`config.mk`:
```
export PLATFORM = sky130hd
export DESIGN_NAME = riscv_dift_exc_ctrl
export DESIGN_NICKNAME = d
export VERILOG_FILES = /design/src/rtl/riscv_defines.sv /design/src/rtl/riscv_prio_enc.sv /design/src/rtl/riscv_dift_exc_ctrl.sv
export SDC_FILE = /design/constraint.sdc
export NUM_CORES = 1
export LEC_CHECK = 0
export ABC_AREA = 1
export CAP_MARGIN = 20
export CORE_MARGIN = 2
export CORE_UTILIZATION = 39
export CTS_CLUSTER_DIAMETER = 60
export DETAILED_ROUTE_END_ITERATION = 8
export GPL_TIMING_DRIVEN = 0
export PLACE_DENSITY = 0.79
export SLEW_MARGIN = 20
export SYNTH_ARGS = -nofsm -noshare
export SYNTH_HDL_FRONTEND = slang
export SYNTH_SLANG_ARGS = --single-unit
```
`constraint.sdc`:
```
create_clock -name clk -period 2.2 [get_ports clk]
set_clock_uncertainty 0.05 [all_clocks]
set_input_delay 0.33 -clock clk [delete_from_list [all_inputs] [get_ports clk]]
set_output_delay 0.33 -clock clk [all_outputs]
set_load 0.02 [all_outputs]
```
`src/rtl/riscv_defines.sv`:
```
`default_nettype none
// ============================================================================
// Package     : riscv_defines
// Description : Shared constants for the DIFT exception controller: DIFT cause
//               codes, tag-check-register enable bit positions, FSM states.
// Revision    : 1.0 - initial release
// ============================================================================
package riscv_defines;

  // Cause code of DIFT check class 0; class k reports base + k.
  localparam logic [4:0] DIFT_CAUSE_BASE_DEF = 5'h18;

  localparam logic [4:0] EXC_CAUSE_DIFT_JUMP   = DIFT_CAUSE_BASE_DEF + 5'd0;
  localparam logic [4:0] EXC_CAUSE_DIFT_BRANCH = DIFT_CAUSE_BASE_DEF + 5'd1;
  localparam logic [4:0] EXC_CAUSE_DIFT_LOAD   = DIFT_CAUSE_BASE_DEF + 5'd2;
  localparam logic [4:0] EXC_CAUSE_DIFT_STORE  = DIFT_CAUSE_BASE_DEF + 5'd3;
  localparam logic [4:0] EXC_CAUSE_DIFT_EXEC   = DIFT_CAUSE_BASE_DEF + 5'd4;

  // TCR bit 27+k enables DIFT check class k.
  localparam int TCR_CHK_EN_LSB    = 27;
  localparam int TCR_CHK_EN_JUMP   = TCR_CHK_EN_LSB + 0;
  localparam int TCR_CHK_EN_BRANCH = TCR_CHK_EN_LSB + 1;
  localparam int TCR_CHK_EN_LOAD   = TCR_CHK_EN_LSB + 2;
  localparam int TCR_CHK_EN_STORE  = TCR_CHK_EN_LSB + 3;
  localparam int TCR_CHK_EN_EXEC   = TCR_CHK_EN_LSB + 4;

  typedef enum logic [1:0] {
    EXC_IDLE     = 2'd0,
    EXC_REQ      = 2'd1,
    EXC_ACKD     = 2'd2,
    EXC_WAIT_RET = 2'd3
  } exc_state_t;

endpackage
`default_nettype wire

```
`src/rtl/riscv_prio_enc.sv`:
```
`default_nettype none
// ============================================================================
// Module      : riscv_prio_enc
// Description : Lowest-index-first priority encoder with valid flag.
// Revision    : 1.0 - initial release
// ============================================================================
module riscv_prio_enc #(
  parameter int WIDTH = 32,
  parameter int IDX_W = 5
) (
  input  logic [WIDTH-1:0] req_i,
  output logic             valid_o,
  output logic [IDX_W-1:0] idx_o
);

  // Scan from the top down so the lowest set index is the last one written.
  always_comb begin
    valid_o = 1'b0;
    idx_o   = '0;
    for (int i = WIDTH - 1; i >= 0; i--) begin
      if (req_i[i]) begin
        valid_o = 1'b1;
        idx_o   = IDX_W'(i);
      end
    end
  end

endmodule
`default_nettype wire

```
`src/rtl/riscv_dift_exc_ctrl.sv`:
```
`default_nettype none
// ============================================================================
// Module      : riscv_dift_exc_ctrl
// Description : Collects level interrupts and DIFT tag-check violations,
//               raises one prioritised registered exception request and
//               strobes the cause into the CSR block after acknowledge.
// Revision    : 1.0 - initial release
// ============================================================================
module riscv_dift_exc_ctrl
  import riscv_defines::*;
#(
  parameter int         N_IRQ           = 32,
  parameter int         N_DIFT_CHK      = 5,
  parameter logic [4:0] DIFT_CAUSE_BASE = 5'h18,
  parameter int         CNT_WIDTH       = 16
) (
  input  logic                  clk,
  input  logic                  rst_n,
  input  logic [N_IRQ-1:0]      irq_i,
  input  logic                  irq_enable_i,
  input  logic [31:0]           tcr_i,
  input  logic [N_DIFT_CHK-1:0] dift_viol_i,
  input  logic                  exc_ack_i,
  input  logic                  exc_restore_i,
  output logic                  exc_req_o,
  output logic [5:0]            exc_cause_o,
  output logic                  save_exc_cause_o,
  output logic                  busy_o,
  output logic [N_DIFT_CHK-1:0] dift_pending_o,
  output logic [CNT_WIDTH-1:0]  viol_cnt_o,
  input  logic                  viol_cnt_clr_i
);

  localparam int c_DIFT_IDX_W = 3;
  localparam int c_IRQ_IDX_W  = 5;

  exc_state_t            state_q, state_d;
  logic [5:0]            cause_q, cause_d;
  logic                  is_irq_q, is_irq_d;
  logic [4:0]            sel_idx_q, sel_idx_d;
  logic [N_DIFT_CHK-1:0] pend_q, pend_d;
  logic [CNT_WIDTH-1:0]  cnt_q, cnt_d;

  logic [N_DIFT_CHK-1:0]   w_acc;
  logic [N_DIFT_CHK-1:0]   w_dift_cand;
  logic [N_DIFT_CHK-1:0]   w_clr_mask;
  logic                    w_dift_vld;
  logic [c_DIFT_IDX_W-1:0] w_dift_idx;
  logic [N_IRQ-1:0]        w_irq_cand;
  logic                    w_irq_vld;
  logic [c_IRQ_IDX_W-1:0]  w_irq_idx;
  logic [31:0]             w_irq_ext;
  logic [CNT_WIDTH:0]      w_pop;
  logic [CNT_WIDTH:0]      w_sum;
  logic                    w_unused_tcr;

  // Only the check-enable field of the TCR matters here.
  assign w_unused_tcr = ^tcr_i;

  assign w_acc       = dift_viol_i & tcr_i[TCR_CHK_EN_LSB +: N_DIFT_CHK];
  assign w_dift_cand = pend_q | w_acc;
  assign w_irq_cand  = irq_enable_i ? irq_i : '0;
  assign w_irq_ext   = 32'(irq_i);

  riscv_prio_enc #(
    .WIDTH (N_DIFT_CHK),
    .IDX_W (c_DIFT_IDX_W)
  ) u_dift_enc (
    .req_i   (w_dift_cand),
    .valid_o (w_dift_vld),
    .idx_o   (w_dift_idx)
  );

  riscv_prio_enc #(
    .WIDTH (N_IRQ),
    .IDX_W (c_IRQ_IDX_W)
  ) u_irq_enc (
    .req_i   (w_irq_cand),
    .valid_o (w_irq_vld),
    .idx_o   (w_irq_idx)
  );

  // Number of violations accepted this cycle.
  always_comb begin
    w_pop = '0;
    for (int k = 0; k < N_DIFT_CHK; k++) begin
      w_pop = w_pop + (CNT_WIDTH + 1)'(w_acc[k]);
    end
  end

  // Saturating violation counter; a clear still counts this cycle's events.
  always_comb begin
    w_sum = viol_cnt_clr_i ? w_pop : ({1'b0, cnt_q} + w_pop);
    cnt_d = w_sum[CNT_WIDTH] ? {CNT_WIDTH{1'b1}} : w_sum[CNT_WIDTH-1:0];
  end

  // Request FSM: latch a frozen cause, wait for ack, strobe, wait for return.
  always_comb begin
    state_d    = state_q;
    cause_d    = cause_q;
    is_irq_d   = is_irq_q;
    sel_idx_d  = sel_idx_q;
    w_clr_mask = '0;
    case (state_q)
      EXC_IDLE: begin
        if (w_dift_vld) begin
          state_d   = EXC_REQ;
          is_irq_d  = 1'b0;
          sel_idx_d = 5'(w_dift_idx);
          cause_d   = {1'b0, DIFT_CAUSE_BASE + 5'(w_dift_idx)};
        end else if (w_irq_vld) begin
          state_d   = EXC_REQ;
          is_irq_d  = 1'b1;
          sel_idx_d = w_irq_idx;
          cause_d   = {1'b1, w_irq_idx};
        end
      end
      EXC_REQ: begin
        if (exc_ack_i) begin
          state_d = EXC_ACKD;
        end else if (is_irq_q && (!irq_enable_i || !w_irq_ext[sel_idx_q])) begin
          state_d = EXC_IDLE;
        end
      end
      EXC_ACKD: begin
        state_d = EXC_WAIT_RET;
        if (!is_irq_q) begin
          for (int k = 0; k < N_DIFT_CHK; k++) begin
            w_clr_mask[k] = (sel_idx_q == 5'(k));
          end
        end
      end
      EXC_WAIT_RET: begin
        if (exc_restore_i) begin
          state_d = EXC_IDLE;
        end
      end
      default: state_d = EXC_IDLE;
    endcase
    // A new event on a bit being cleared keeps that bit pending.
    pend_d = (pend_q & ~w_clr_mask) | w_acc;
  end

  // State, cause, pending and counter registers.
  always_ff @(posedge clk or negedge rst_n) begin
    if (!rst_n) begin
      state_q   <= EXC_IDLE;
      cause_q   <= '0;
      is_irq_q  <= 1'b0;
      sel_idx_q <= '0;
      pend_q    <= '0;
      cnt_q     <= '0;
    end else begin
      state_q   <= state_d;
      cause_q   <= cause_d;
      is_irq_q  <= is_irq_d;
      sel_idx_q <= sel_idx_d;
      pend_q    <= pend_d;
      cnt_q     <= cnt_d;
    end
  end

  assign exc_req_o        = (state_q == EXC_REQ);
  assign save_exc_cause_o = (state_q == EXC_ACKD);
  assign busy_o           = (state_q != EXC_IDLE);
  assign exc_cause_o      = cause_q;
  assign dift_pending_o   = pend_q;
  assign viol_cnt_o       = cnt_q;

endmodule
`default_nettype wire
```
# Yosys cells after proc, flatten, opt, wreduce, memory -nomap -nowiden
# Index checks and enable logic that the tools add are counted.
# classes
add_sub_neg	6
n_mul	0
n_div	0
n_lt_le_gt_ge	1
n_eq_ne	10
shifts	0
mux	93
bitwise_logic	5
reduce_logical	10
# ops
cell	n
2-to-1 mux 5 bit	36
2-to-1 mux 1 bit	40
2-to-1 mux 32 bit	1
adder 16 x 5 -> 17 bit	1
2-to-1 mux 17 bit	1
2-to-1 mux 16 bit	1
2-to-1 mux 3 bit	5
2-to-1 mux 6 bit	2
AND 5 bit	2
equality test 5 x 2 -> 1 bit, second input constant	2
2-to-1 mux 2 bit	5
OR 5 bit	2
case mux 2 bit (4 select lines)	1
< comparator 5 x 6 -> 1 bit, second input constant	1
adder 4 x 1 -> 5 bit	1
adder 4 x 4 -> 5 bit, first input constant	1
binary-select mux 1 bit (select 5 bit)	1
equality test 5 x 1 -> 1 bit, second input constant	1
equality test 5 x 3 -> 1 bit, second input constant	1
zero test 5 bit	1
NOT 5 bit	1
adder 3 x 1 -> 4 bit	1
equality test 2 bit, second input constant	2
nonzero test 2 bit	2
other kinds (12)	13
# totals
ff_bits	35
latchBits	0
ramBits	0
mem_bits_ro	0
inputBits	75
out_inout_bits	30
wordCells	131
n_memories	0

# Logic depth before layout (Yosys ltp)
# logic_depth
ltp_word	36
depth_mapped	33
depth_no_buf	33

# Cells and area by module
# From an unflattened synthesis, not the netlist that was laid out.
# unflattened
hier_cells	487
hier_area_um2	2845.2
# modules_own_cells
mod	instances	cells_per_inst	area_each_um2	seq_area_each_um2
riscv_dift_exc_ctrl	1	369	2348.5	775.7
riscv_prio_enc (u_irq_enc)	1	107	442.9	0.0
riscv_prio_enc (u_dift_enc)	1	11	53.8	0.0

# Worst setup path before layout
# OpenSTA, ideal clock, no wires.
# synth_timing
kind	input -> register
start	input dift_viol_i[3]
end	register cnt_q[14], in the netlist viol_cnt_o[14]
setup_ns	0.099
arrival_time_ns	3.493
required_time_ns	2.051
slack_ns	-1.443
path_stages	22
cell_sequence	nand2_1 -> inv_2 -> fa_1 -> inv_1 -> fa_1 -> inv_1 -> ha_1 -> inv_1 -> fa_1 -> nor2_1 -> o21ai_1 -> nor2_1 -> inv_2 -> nor2_1 -> inv_2 -> nor2_1 -> inv_2 -> nor2_2 -> nand3_1 -> nor3_2 -> a21oi_1 -> a311oi_1
# synth_via
elab_chain_cells	6
# synth_rtl
item	line_no	source
from (decl)	riscv_dift_exc_ctrl.sv:22	input logic [N_DIFT_CHK-1:0] dift_viol_i,
AND 5 bit	riscv_dift_exc_ctrl.sv:60	assign w_acc = dift_viol_i & tcr_i[TCR_CHK_EN_LSB +: N_DIFT_CHK];
adder 3 x 1 -> 4 bit	riscv_dift_exc_ctrl.sv:87	w_pop = w_pop + (CNT_WIDTH + 1)'(w_acc[k]);
adder 4 x 1 -> 5 bit	riscv_dift_exc_ctrl.sv:87	
adder 16 x 5 -> 17 bit	riscv_dift_exc_ctrl.sv:93	w_sum = viol_cnt_clr_i ? w_pop : ({1'b0, cnt_q} + w_pop);
2-to-1 mux 17 bit	riscv_dift_exc_ctrl.sv:93	
2-to-1 mux 16 bit	riscv_dift_exc_ctrl.sv:94	cnt_d = w_sum[CNT_WIDTH] ? {CNT_WIDTH{1'b1}} : w_sum[CNT_WIDTH-1:0];
named net cnt_d[14]	riscv_dift_exc_ctrl.sv:42	logic [CNT_WIDTH-1:0] cnt_q, cnt_d;
to (signal assigned)	riscv_dift_exc_ctrl.sv:159	cnt_q <= cnt_d;
to (decl)	riscv_dift_exc_ctrl.sv:42	
# The timed path passes the listed nets, and every way through them passes these cells.
# A chain may end at the register's enable or synchronous reset.

# Final worst setup path
# layout_timing
start	input tcr_i[30]
end	register cnt_q[6], in the netlist viol_cnt_o[6]
# layout_via
elab_chain_cells	6
# layout_rtl
item	line_no	source
from (decl)	riscv_dift_exc_ctrl.sv:21	input logic [31:0] tcr_i,
AND 5 bit	riscv_dift_exc_ctrl.sv:60	
adder 3 x 1 -> 4 bit	riscv_dift_exc_ctrl.sv:87	
adder 4 x 1 -> 5 bit	riscv_dift_exc_ctrl.sv:87	
adder 16 x 5 -> 17 bit	riscv_dift_exc_ctrl.sv:93	
2-to-1 mux 17 bit	riscv_dift_exc_ctrl.sv:93	
2-to-1 mux 16 bit	riscv_dift_exc_ctrl.sv:94	
named net cnt_d[6]	riscv_dift_exc_ctrl.sv:42	
# The timed path passes the listed nets, and every way through them passes these cells.

==> metrics <==
Worst Setup Slack, final -1353 ps; TritonCTS buffer count 5; antenna cells 0; Total Die Area 0.007069 mm^2; Max Fclk 281.5 MHz; Worst EP required 2330 ps; Synth async-reset ratio 100.0%; WL final 9.186 mm; post-DP HPWL 5.403 mm; unrepaired setup endpoints after global routing true; drt first pass iters 6; clk_lat worst skew 280 ps; Final setup violation count 16; distinct cell type count after synthesis 35; Slew Viols, Final 0; Syn. warnings 0; Leakage roughly 1.9 nW; gr usage total between 20% and 30%; maximum capacitance violations 0; Fin. Hold Viols 0; CTS tree yes; first-pass GRT wire length roughly 15 mm; Max clock buf depth 2; final worst-path cycle share 161.5%; number of remaining DRC errors 0; Crit Path Category primary input to register; dpl cells 532; core area 0.006277 mm^2; 1st-iter DRT viols 203; Hold Crit Class primary input to async pin; grt total ovfl 0; Mapped Area 0.002501 mm^2; Antenna Nets Post-Route 0; failing checks negative setup slack; Vias/cell between 5 and 6; Largest stage delay, worst path 540 ps; largest net degree at the start of global routing 32; pre-CTS WS -2169 ps; CTS clk-pin slew, worst paths 70 ps; Seq/Total Area, Yosys around 31%; most frequent CP cell buf_4; CTS Sinks 31; Slowest cell on crit path fa_1; status finished, violations left; Non-Filler Instances 592; Boundary Pins approximately 110; syn avg cell area ~6.6 um^2; EDFF count, synth 0; wire per inst around 16 um; share of layout cells above drive strength 1 30.87%; Synthesized Nets 461; # rows 29; Period minus WS final 3553 ps; slew margin rel. 51.22%; Port Buf Inserts 76; Slew @ Worst Pin between 700 and 800 ps; H-tree depth 2; antenna violations before repair 0; Die Width between 80 and 90 um; Area Overhead vs Synth 66.78%; Worst setup SP type primary input; nets 596; peak supply drop 0.0005898 V; crit path capture type register; Power Dens Cells 701.5 mW/mm^2; Worst Path Arrival 3680 ps; flops & latches, synth 31; vias in the first global route 3,182; Synth Flop Type dfrtp_1; Via Count 3,147; GP Congestion 0.9374; Post-Syn Instances 379; critical path peak fanout 2; Initial Util between 30 and 40%; CTS root buffer clkbuf_8; die height 84.08 um
## cells by family after synthesis
group	count (synthesis)	share of synthesized area, %
flip-flops	31	31.02
buffers and inverters	63	11.91
XOR/XNOR	1	0.3502
adder cells (fa/ha/maj)	7	4.402
AO/OA/AOI/OAI	66	16.46
AND/OR/NAND/NOR	211	35.87
## power breakdown
part | total [W] | switching (W) | internal [W]
Combinational | 0.00169 | 0.000954 | 0.000740
Clock | 0.000430 | 0.000209 | 0.000222
Sequential | 0.000802 | 0.000128 | 0.000674
## cells in the final DEF, fill, tap and decap left out, types with 2 or more instances in the layout
master           Yosys  final
a22oi_1             13     12
clkbuf_1             2      3
clkdlybuf4s50_1      0     60
o21ai_2              0      4
nand2_1            103     98
nor2_2               1      3
nand3_2              0      2
buf_4                4     44
buf_6                2     17
nor2_1              54     41
nand4_1              4      4
o211ai_1             2      2
nand3_4              0      2
fa_1                 3      2
a21oi_2              1      2
nor3_4               0      2
inv_1               37     30
o31ai_1              6      4
nor3_1              10      8
inv_6                0      2
a21oi_1             12     10
clkinv_1             2      2
ha_1                 4      3
nor2_4               0     11
o21ai_1             17     15
nand3_1             17     13
inv_2               14     18
dlymetal6s2s_1       0      6
o31ai_2              0      2
nand2_4              0      2
a31oi_1              7      6
clkbuf_8             0      5
nand2_2             19     21
buf_2                0      4
dfrtp_1             31     30
buf_8                0      3
## synthesized netlist by cell type (2+ instances only)
master    number  area share, %
buf_4          4            1.2
inv_2         14            2.1
o31ai_1        6            1.8
o21ai_0        3           0.60
a31oi_1        7            1.8
clkbuf_1       2           0.30
nand3_1       17            3.4
nand4_1        4            1.0
ha_1           4            2.0
buf_6          2           0.90
dfrtp_1       31             31
nor3_1        10            2.0
a22oi_1       13            3.9
a21oi_1       12            2.4
fa_1           3            2.4
clkinv_1       2           0.30
inv_1         37            5.6
o211ai_1       2           0.60
nand2_1      103             15
nand2_2       19            4.8
o21ai_1       17            3.4
nor2_1        54            8.1
## registers in the layout, summed over array words and instances, names as in the netlist, named ones only
name,flops
exc_cause_o,6
dift_pending_o,5
state_q,1
sel_idx_q,2
viol_cnt_o,16
## path summary, 6_finish.rpt
| path | endpoint | cells after the start | startpoint | slack, ps |
|---|---|---|---|---|
| worst min-delay path | viol_cnt_o[1] | 1 | rst_n | 60 |
| max in group asynchronous | exc_cause_o[0] | 1 | rst_n | 1540 |
| worst max-delay path | viol_cnt_o[6] | 25 | tcr_i[30] | -1350 |
| worst max register to register | viol_cnt_o[6] | 18 | viol_cnt_o[0] | -340 |
| worst min register to register | exc_cause_o[3] | 2 | exc_cause_o[3] | 540 |
| min in group clk | dift_pending_o[3] | 5 | dift_viol_i[3] | 460 |
## worst max-delay path: cells and delay by family
kind / cells / cell delay (ps)
AOI/OAI and AO/OA: 2 / 360
adders and majority gates: 4 / 1460
and+or+nand+nor: 5 / 240
buffers and inverters: 14 / 1270
## per-layer routing
metal / wire length (um) / up-vias / track usage, %
met1: 3674 / 1467 / 30.46
li1: - / 1502 / -
met3: 622 / 24 / 5.440
met5: 0 / - / 0
met2: 4649 / 154 / 46.32
met4: 239 / 0 / 8.358
## through the flow
| stage | hold WS, ps | setup TNS [ps] | util, % | total power, W | instance area (um^2) |
|---|---|---|---|---|---|
| after floorplan | -15.59 | -16990 | - | 0.001619 | 2557 |
| after global placement | 470.0 | -31350 | 54.40 | 0.002140 | 3415 |
| after detailed placement | 366.6 | -33280 | 54.32 | 0.002172 | 3410 |
| after CTS | 64.71 | -28080 | 65.82 | 0.002791 | 4131 |
| after global routing | 106.9 | -22900 | 66.45 | 0.003111 | 4172 |
| final | 56.71 | -19830 | 66.45 | 0.002926 | 4172 |
## area by class of cell
| type | count | area, um^2 |
|---|---|---|
| Sequential cell | 31 | 777.0 |
| Timing Repair Buffer | 128 | 1200 |
| Buffer | 10 | 110.1 |
| Clock buffer | 7 | 76.32 |
| Multi-Input combinational cell | 285 | 1695 |
| Fill cell | 499 | 2106 |
| Inverter | 53 | 211.5 |
| Tap cell | 77 | 96.34 |
| Clock inverter | 1 | 5.005 |
## timing repair
item | CTS | global route
buffers inserted | 60 | 14
pin swaps | 22 | 38
gates cloned | 1 | 0
endpoints found under the setup margin | 21 | 28
gates resized for setup | 75 | 51
hold buffers | 0 | 0
(Power assumes the default switching activity.)
